## src/rtl/hf14a_pkg.sv

```systemverilog
// Shared types and helpers for the ISO14443-A reader transmit sequencer.
package hf14a_pkg;

    typedef enum logic [1:0] {
        SYM_X,
        SYM_Y,
        SYM_Z
    } sym_t;

    typedef enum logic [2:0] {
        ST_IDLE,
        ST_SOF,
        ST_DATA,
        ST_PARITY,
        ST_EOF0,
        ST_EOF1,
        ST_LISTEN
    } state_t;

    // Pause start phases for the nominal 128-cycle symbol; scaled by the symbol generator.
    localparam int unsigned PHASE_X = 64;
    localparam int unsigned PHASE_Z = 0;

    typedef struct packed {
        logic [7:0] data;
        logic       last;
        logic [3:0] nbits;
        logic       par_en;
    } txbyte_t;

    function automatic logic odd_parity(input logic [7:0] d);
        return ~^d;
    endfunction

    function automatic sym_t miller_sym(input logic bit_v, input logic prev);
        if (bit_v)
            return SYM_X;
        return prev ? SYM_Y : SYM_Z;
    endfunction

endpackage

```

## src/rtl/hf14a_miller_symgen.sv

```systemverilog
// Modified-Miller symbol timing: free-running phase counter per symbol and
// registered carrier-pause gate.
module hf14a_miller_symgen
    import hf14a_pkg::*;
#(
    parameter int unsigned BIT_PERIOD = 128,
    parameter int unsigned PAUSE_LEN  = 32
) (
    input  logic       ck_1356meg,
    input  logic       nrst,
    input  logic       sym_en,
    input  logic [1:0] sym,
    output logic       mod_pause,
    output logic       sym_end
);

    localparam int unsigned   PW      = $clog2(BIT_PERIOD);
    localparam int unsigned   PH_X    = PHASE_X * BIT_PERIOD / 128;
    localparam logic [PW-1:0] LAST_PH = PW'(BIT_PERIOD - 1);
    localparam logic [PW-1:0] X_LO    = PW'(PH_X);
    localparam logic [PW-1:0] X_HI    = PW'(PH_X + PAUSE_LEN - 1);
    localparam logic [PW-1:0] Z_HI    = PW'(PHASE_Z + PAUSE_LEN - 1);

    logic [PW-1:0] phase_q;
    logic          pause_d;

    always_comb begin
        pause_d = 1'b0;
        if (sym_en) begin
            case (sym)
                SYM_X:   pause_d = (phase_q >= X_LO) && (phase_q <= X_HI);
                SYM_Z:   pause_d = (phase_q <= Z_HI);
                default: pause_d = 1'b0;
            endcase
        end
    end

    assign sym_end = sym_en && (phase_q == LAST_PH);

    // Phase is held at 0 while no symbol is active, so a frame always starts at phase 0.
    always_ff @(posedge ck_1356meg or negedge nrst) begin
        if (!nrst) begin
            phase_q   <= '0;
            mod_pause <= 1'b0;
        end else begin
            phase_q   <= sym_en ? phase_q + 1'b1 : '0;
            mod_pause <= pause_d;
        end
    end

endmodule

```

## src/rtl/hf14a_reader_tx_sequencer.sv

```systemverilog
// Reader-side ISO14443-A frame sequencer: byte interface -> Modified-Miller pauses,
// then a listen window that timestamps the first tag modulation or times out.
module hf14a_reader_tx_sequencer
    import hf14a_pkg::*;
#(
    parameter int unsigned BIT_PERIOD  = 128,
    parameter int unsigned PAUSE_LEN   = 32,
    parameter int unsigned FDT_TIMEOUT = 4096,
    parameter int unsigned TS_WIDTH    = 16
) (
    input  logic                ck_1356meg,
    input  logic                nrst,
    input  logic                tx_valid,
    output logic                tx_ready,
    input  logic [7:0]          tx_data,
    input  logic                tx_last,
    input  logic [2:0]          tx_nbits,
    input  logic                tx_parity_en,
    input  logic                rx_curbit,
    output logic                mod_pause,
    output logic                listen_en,
    output logic                busy,
    output logic                ts_valid,
    output logic [TS_WIDTH-1:0] ts_value,
    output logic                ts_timeout,
    output logic                tx_underrun
);

    localparam int unsigned   LW          = $clog2(FDT_TIMEOUT);
    localparam logic [LW-1:0] LISTEN_LAST = LW'(FDT_TIMEOUT - 1);

    state_t        state_q, state_d;
    logic [7:0]    shift_q;
    logic [3:0]    bits_left_q;
    logic          par_q, par_bit_q, last_q, prev_q;
    txbyte_t       hold_q;
    logic          hold_full_q, last_seen_q;
    logic [LW-1:0] listen_cnt_q;

    sym_t          sym;
    logic          sym_en, sym_end;
    logic          accept, byte_done, load_hold, load_in, load_en;
    logic          underrun, det, tmo;
    logic [3:0]    in_nbits;
    txbyte_t       in_byte, load_byte;

    hf14a_miller_symgen #(
        .BIT_PERIOD(BIT_PERIOD),
        .PAUSE_LEN (PAUSE_LEN)
    ) u_symgen (
        .ck_1356meg(ck_1356meg),
        .nrst      (nrst),
        .sym_en    (sym_en),
        .sym       (sym),
        .mod_pause (mod_pause),
        .sym_end   (sym_end)
    );

    assign in_nbits = (tx_last && tx_nbits != 3'd0) ? {1'b0, tx_nbits} : 4'd8;

    always_comb begin
        in_byte.data   = tx_data;
        in_byte.last   = tx_last;
        in_byte.nbits  = in_nbits;
        in_byte.par_en = tx_parity_en && (in_nbits == 4'd8);
    end

    assign tx_ready = !hold_full_q &&
                      ((state_q == ST_IDLE) ||
                       ((state_q == ST_SOF || state_q == ST_DATA || state_q == ST_PARITY) && !last_seen_q));
    assign accept    = tx_valid && tx_ready;
    assign listen_en = (state_q == ST_LISTEN);
    assign busy      = (state_q != ST_IDLE);

    always_comb begin
        state_d   = state_q;
        sym_en    = 1'b1;
        sym       = SYM_Y;
        byte_done = 1'b0;
        load_hold = 1'b0;
        load_in   = 1'b0;
        underrun  = 1'b0;
        det       = 1'b0;
        tmo       = 1'b0;
        unique case (state_q)
            ST_IDLE: begin
                sym_en = 1'b0;
                if (accept)
                    state_d = ST_SOF;
            end
            ST_SOF: begin
                sym = SYM_Z;
                if (sym_end)
                    state_d = ST_DATA;
            end
            ST_DATA: begin
                sym = miller_sym(shift_q[0], prev_q);
                if (sym_end && bits_left_q == 4'd1) begin
                    if (par_q)
                        state_d = ST_PARITY;
                    else
                        byte_done = 1'b1;
                end
            end
            ST_PARITY: begin
                sym = miller_sym(par_bit_q, prev_q);
                if (sym_end)
                    byte_done = 1'b1;
            end
            ST_EOF0: begin
                sym = miller_sym(1'b0, prev_q);
                if (sym_end)
                    state_d = ST_EOF1;
            end
            ST_EOF1: begin
                sym = SYM_Y;
                if (sym_end)
                    state_d = ST_LISTEN;
            end
            ST_LISTEN: begin
                sym_en = 1'b0;
                if (rx_curbit) begin
                    det     = 1'b1;
                    state_d = ST_IDLE;
                end else if (listen_cnt_q == LISTEN_LAST) begin
                    tmo     = 1'b1;
                    state_d = ST_IDLE;
                end
            end
            default: begin
                sym_en  = 1'b0;
                state_d = ST_IDLE;
            end
        endcase

        // A byte offered in the very boundary cycle is taken straight into the shifter.
        if (byte_done) begin
            if (last_q) begin
                state_d = ST_EOF0;
            end else if (hold_full_q) begin
                load_hold = 1'b1;
                state_d   = ST_DATA;
            end else if (accept) begin
                load_in = 1'b1;
                state_d = ST_DATA;
            end else begin
                underrun = 1'b1;
                state_d  = ST_EOF0;
            end
        end
    end

    assign load_en   = (accept && state_q == ST_IDLE) || load_hold || load_in;
    assign load_byte = load_hold ? hold_q : in_byte;

    always_ff @(posedge ck_1356meg or negedge nrst) begin
        if (!nrst)
            state_q <= ST_IDLE;
        else
            state_q <= state_d;
    end

    always_ff @(posedge ck_1356meg or negedge nrst) begin
        if (!nrst) begin
            shift_q      <= '0;
            bits_left_q  <= '0;
            par_q        <= 1'b0;
            par_bit_q    <= 1'b0;
            last_q       <= 1'b0;
            prev_q       <= 1'b0;
            hold_q       <= '0;
            hold_full_q  <= 1'b0;
            last_seen_q  <= 1'b0;
            listen_cnt_q <= '0;
            ts_valid     <= 1'b0;
            ts_value     <= '0;
            ts_timeout   <= 1'b0;
            tx_underrun  <= 1'b0;
        end else begin
            tx_underrun  <= underrun;
            ts_valid     <= det;
            ts_timeout   <= tmo;
            listen_cnt_q <= (state_q == ST_LISTEN) ? listen_cnt_q + 1'b1 : '0;
            if (det)
                ts_value <= TS_WIDTH'(listen_cnt_q);

            if (accept) begin
                last_seen_q <= (state_q == ST_IDLE) ? tx_last : (last_seen_q | tx_last);
                if (state_q != ST_IDLE && !load_in) begin
                    hold_q      <= in_byte;
                    hold_full_q <= 1'b1;
                end
            end
            if (load_hold)
                hold_full_q <= 1'b0;

            if (sym_end) begin
                unique case (state_q)
                    ST_SOF:    prev_q <= 1'b0;
                    ST_PARITY: prev_q <= par_bit_q;
                    ST_DATA: begin
                        prev_q      <= shift_q[0];
                        shift_q     <= shift_q >> 1;
                        bits_left_q <= bits_left_q - 1'b1;
                    end
                    default: ;
                endcase
            end

            if (load_en) begin
                shift_q     <= load_byte.data;
                bits_left_q <= load_byte.nbits;
                par_q       <= load_byte.par_en;
                par_bit_q   <= odd_parity(load_byte.data);
                last_q      <= load_byte.last;
            end
        end
    end

endmodule

```

## config.mk

```make
export PLATFORM = sky130hd
export DESIGN_NAME = hf14a_reader_tx_sequencer
export DESIGN_NICKNAME = d
export VERILOG_FILES = /design/src/rtl/hf14a_pkg.sv /design/src/rtl/hf14a_miller_symgen.sv /design/src/rtl/hf14a_reader_tx_sequencer.sv
export SDC_FILE = /design/constraint.sdc
export NUM_CORES = 1
export LEC_CHECK = 0
export BUFFER_PORTS_ARGS = -buffer_cell sky130_fd_sc_hd__buf_2
export CAP_MARGIN = 40
export CORE_MARGIN = 2
export CORE_UTILIZATION = 40
export DETAILED_ROUTE_END_ITERATION = 16
export GPL_TIMING_DRIVEN = 0
export PLACE_DENSITY = 0.59
export SYNTH_ARGS = -nofsm -noshare
export SYNTH_HDL_FRONTEND = slang
export SYNTH_HIERARCHICAL = 1
export SYNTH_SLANG_ARGS = --single-unit
```

## constraint.sdc

```tcl
create_clock -name ck_1356meg -period 5.2 [get_ports ck_1356meg]
set_input_delay 0.26 -clock ck_1356meg [delete_from_list [all_inputs] [get_ports ck_1356meg]]
set_output_delay 0.26 -clock ck_1356meg [all_outputs]
set_load 0.01 [all_outputs]
```

==> PnR_summary.wiki <==
{| class="wikitable"
! Metric !! Value
|-
| Hold Path Cell Cnt || 2
|-
| Combinational share of power || 4.0%
|-
| Number of fill cells in the layout || 835
|-
| DIE WIDTH || 98.27 µm
|-
| IO Pins || 40
|-
| Least setup slack across all paths after layout || 1.404 ns
|-
| Internal power contribution || 848.1 µW
|-
| Std-Cell Core Area || 0.008678 mm²
|-
| Fraction of power consumed by the clock network || 45.8%
|-
| Worst-case setup slack after placement || 1.371 ns
|-
| Antenna violations before repair || 0
|-
| Routed WL || 6935 µm
|-
| Final hold violation count || 0
|-
| Async SR Flop Fraction || 100.0%
|-
| Final setup skew || 0.01256 ns
|-
| Area overhead of the layout relative to synthesis || 16.51%
|-
| Postcts setup bufs || 0
|-
| Fraction of power consumed by sequential logic || 50.2%
|-
| Routed vias/inst || 5.026
|-
| Worst Setup Path Type || reg2reg
|-
| Final-report setup violation count || 0
|-
| Fraction of final layout cells with drive strength greater than 1 || 22.69%
|-
| Placer congestion estimate || 0.7839
|-
| Htree depth || 3
|-
| Relative max-transition margin || 43.48%
|-
| Fin crit period || 3.796 ns
|-
| Vertical extent of the die || 98.27 µm
|-
| Path class of the lowest-slack min-delay path || in2reg
|-
| P_leak || 0.001934 µW
|-
| TritonCTS Buffers || 9
|-
| Crit-path cells || inv_1 -> clkbuf_1 -> nand2_1 -> a21boi_0 -> nand2_1 -> nor3_1 -> and3b_1 -> o21ai_4 -> o2111ai_4 -> buf_6 -> mux2_2
|-
| Register-to-Register Path Depth || 11
|-
| Final design instance area without fill || 0.004141 mm²
|-
| Area of the die || 0.009657 mm²
|-
| Hold buffer count at cts || 1
|-
| Required arrival time at the worst endpoint || 5.44 ns
|-
| Avg WL per Cell || 13.62 µm
|-
| Yosys warning count || 6
|-
| Antenna violation net count after detailed routing || 0
|-
| Library cell contributing the largest single delay on the critical path || sky130_fd_sc_hd__a21boi_0
|-
| Count of cell types in the netlist || 51
|-
| Pre-antenna DRT Iters || 4
|-
| Row cnt || 34
|-
| Most prevalent standard cell on the critical path || sky130_fd_sc_hd__nand2_1
|-
| Mapped cell area || 0.003555 mm²
|-
| Reported net switching power || 236.3 µW
|-
| Synthesized netlist cell count || 346
|-
| Clock-pin slew reported for the worst setup and hold paths after clock tree synthesis || 0.08 ns
|-
| Detailed-route DRC error count || 0
|-
| Total placed instance area || 0.003901 mm²
|-
| Via Count || 2558
|-
| Max_cap viols || 0
|-
| Clock root buffer || sky130_fd_sc_hd__clkbuf_8
|-
| Prevailing post-synth register cell || sky130_fd_sc_hd__dfrtp_1
|-
| Vias in the first global route || 2570
|-
| Transition at the pin with the smallest max-transition slack || 0.8403 ns
|-
| Largest net degree at the start of global routing || 45
|-
| Resized Gates After CTS || 0
|-
| Capturing element type of the critical path || flop
|-
| Worst-skew pair later-pin latency || 0.35 ns
|-
| FMAX || 263.4 MHz
|-
| Synth top area share || 49.28%
|-
| GRT Residual Overflow || 0
|-
| Multi-input gate area in the final layout || 0.001649 mm²
|-
| EDFF count, synth || 0
|-
| DRC violation total after the first TritonRoute iteration || 76
|-
| Period utilisation layout || 73.00%
|-
| Global-route wire length before repair || 12210 µm
|-
| Synthesized flop and latch total || 70
|-
| Outcome || finished clean
|-
| CTS tree || done
|-
| Effective utilization at floorplan || 40.96%
|-
| Detailed placement HPWL || 5044 µm
|-
| IR drop worst, VDD || 0.0001962 V
|-
| Highest fanout seen on the critical path || 10
|-
| Arrival time worst endpoint || 4.04 ns
|-
| Number of sinks driven by the clock tree || 70
|-
| Sort of element at the start of the critical path || flop
|-
| Net Sw Frac || 21.79%
|-
| Aggregate negative setup slack || 0 ns
|-
| Final #Nets || 418
|-
| Maximum buffer depth of the clock tree || 2
|-
| Sequential fraction of the synthesis area || 49.28%
|-
| Buffers added on ports || 34
|-
| Max incr delay on CP || 0.69 ns
|-
| Power per unit of standard cell area || 261.8 mW/mm²
|-
| Final Max Tran Viols || 0
|-
| FF/Latch Area || 0.001752 mm²
|-
| Unrepaired setup endpoints after global routing || no
|-
| Average size of a mapped cell || 10.27 µm²
|-
| Area contributors post-synth || sky130_fd_sc_hd__dfrtp_1 49%, sky130_fd_sc_hd__mux2_2 7.0%, sky130_fd_sc_hd__xnor2_1 5.2%
|-
| Number of diodes added for antenna fixing || 0
|-
| Worst Hold Slack || 0.1368 ns
|-
| Final core utilization || 47.72%
|-
| All-layer global routing usage || 15.61%
|-
| Leading area contributor after synthesis || sky130_fd_sc_hd__dfrtp_1
|}
[worst paths after layout]
check | startpoint | end | slack (ns)
hold / removal | rx_curbit | ts_timeout$_DFF_PN0_ | 0.14
setup / recovery | state_q[2]$_DFFE_PN0P_ | hold_q[13]$_DFFE_PN0P_ | 1.40
hold reg to reg | ts_value[3]$_DFFE_PN0P_ | ts_value[3]$_DFFE_PN0P_ | 0.47
max in group asynchronous | nrst | u_symgen/phase_q[3]$_DFF_PN0_ | 4.29
min in group asynchronous | nrst | ts_value[4]$_DFFE_PN0P_ | 0.36
setup reg to reg | state_q[2]$_DFFE_PN0P_ | hold_q[13]$_DFFE_PN0P_ | 1.40
[power by group through the flow]
stage               clock network [µW]  registers, µW  logic, µW
global route                       532            544       50.2
finish                             497            544       43.6
floorplan                            0            555       18.8
detailed placement                   0            555       44.3
global placement                     0            555       41.1
CTS                                514            544       45.0
[sequential cells by signal (all words and copies together), names as in the netlist, 3 cells and up]
signal / cells
ts_value: 12
u_symgen/phase_q: 7
listen_cnt_q: 12
hold_q: 14
state_q: 3
bits_left_q: 4
shift_q: 8
[through the flow]
step | total power (µW) | cells
after floorplan | 573.7 | 349
final | 1084 | 509
after global routing | 1126 | 509
after global placement | 595.7 | 491
after detailed placement | 599.0 | 492
after CTS | 1103 | 509
[cell families after synthesis]
group | after synthesis | share of synthesized area, %
other | 1 | 0.1055
multiplexers | 28 | 8.659
XOR/XNOR | 28 | 6.899
AO/OA/AOI/OAI | 60 | 12.18
flip-flops | 70 | 49.28
adder cells (fa/ha/maj) | 5 | 1.760
AND/OR/NAND/NOR | 120 | 16.47
buffers and inverters | 34 | 4.646
[layer usage]
metal  GRT usage (%)  share of wire [%]  vias to the layer above
met5               0                  0                        -
met4           4.426                1.3                        0
met3           3.865                3.7                        8
met2           25.55                 46                       44
met1           20.75                 49                     1213
li1                -                  -                     1293
[cell type report]
type / count / share of cell area, %
flip-flops and latches: 70 / 42.30
multi-input cells: 245 / 39.82
repair buffers: 36 / 5.076
clock buffers: 10 / 3.323
well taps: 108 / 3.263
plain buffers: 19 / 2.628
clock inverters: 6 / 2.236
inverters: 15 / 1.360
[synthesized netlist by cell type, drive strengths merged (7+ instances only)]
cell    instances
and2           12
nand3          12
nand2          45
nor2           24
xor2            7
xnor2          21
dfrtp          70
buf            13
a211oi          7
o21ai          17
nor3            7
mux2           22
inv            15
a31oi          13
a21oi           8
[worst max-delay path, delay by kind of cell, from the launching register on]
kind	cells	cell delay, ns
AOI/OAI and AO/OA	3	1.27
and+or+nand+nor	4	1.10
buffers and inverters	3	0.52
DFF	1	0.48
muxes	1	0.33
[cell usage in the layout (no fill, tap or decap), drive strengths merged, types with 3 or more instances in the layout]
cell type / instances
mux2i: 6
ha: 5
dfrtp: 70
a21oi: 8
conb: 4
nor3: 7
a31oi: 13
nand4: 3
xnor2: 21
a211oi: 7
and2: 12
o21ai: 17
nand3: 12
mux2: 22
xor2: 7
nor2b: 3
buf: 48
o31ai: 3
nor2: 24
nand2: 45
clkbuf: 16
inv: 17
No activity file was read; power rests on OpenSTA's default activity.
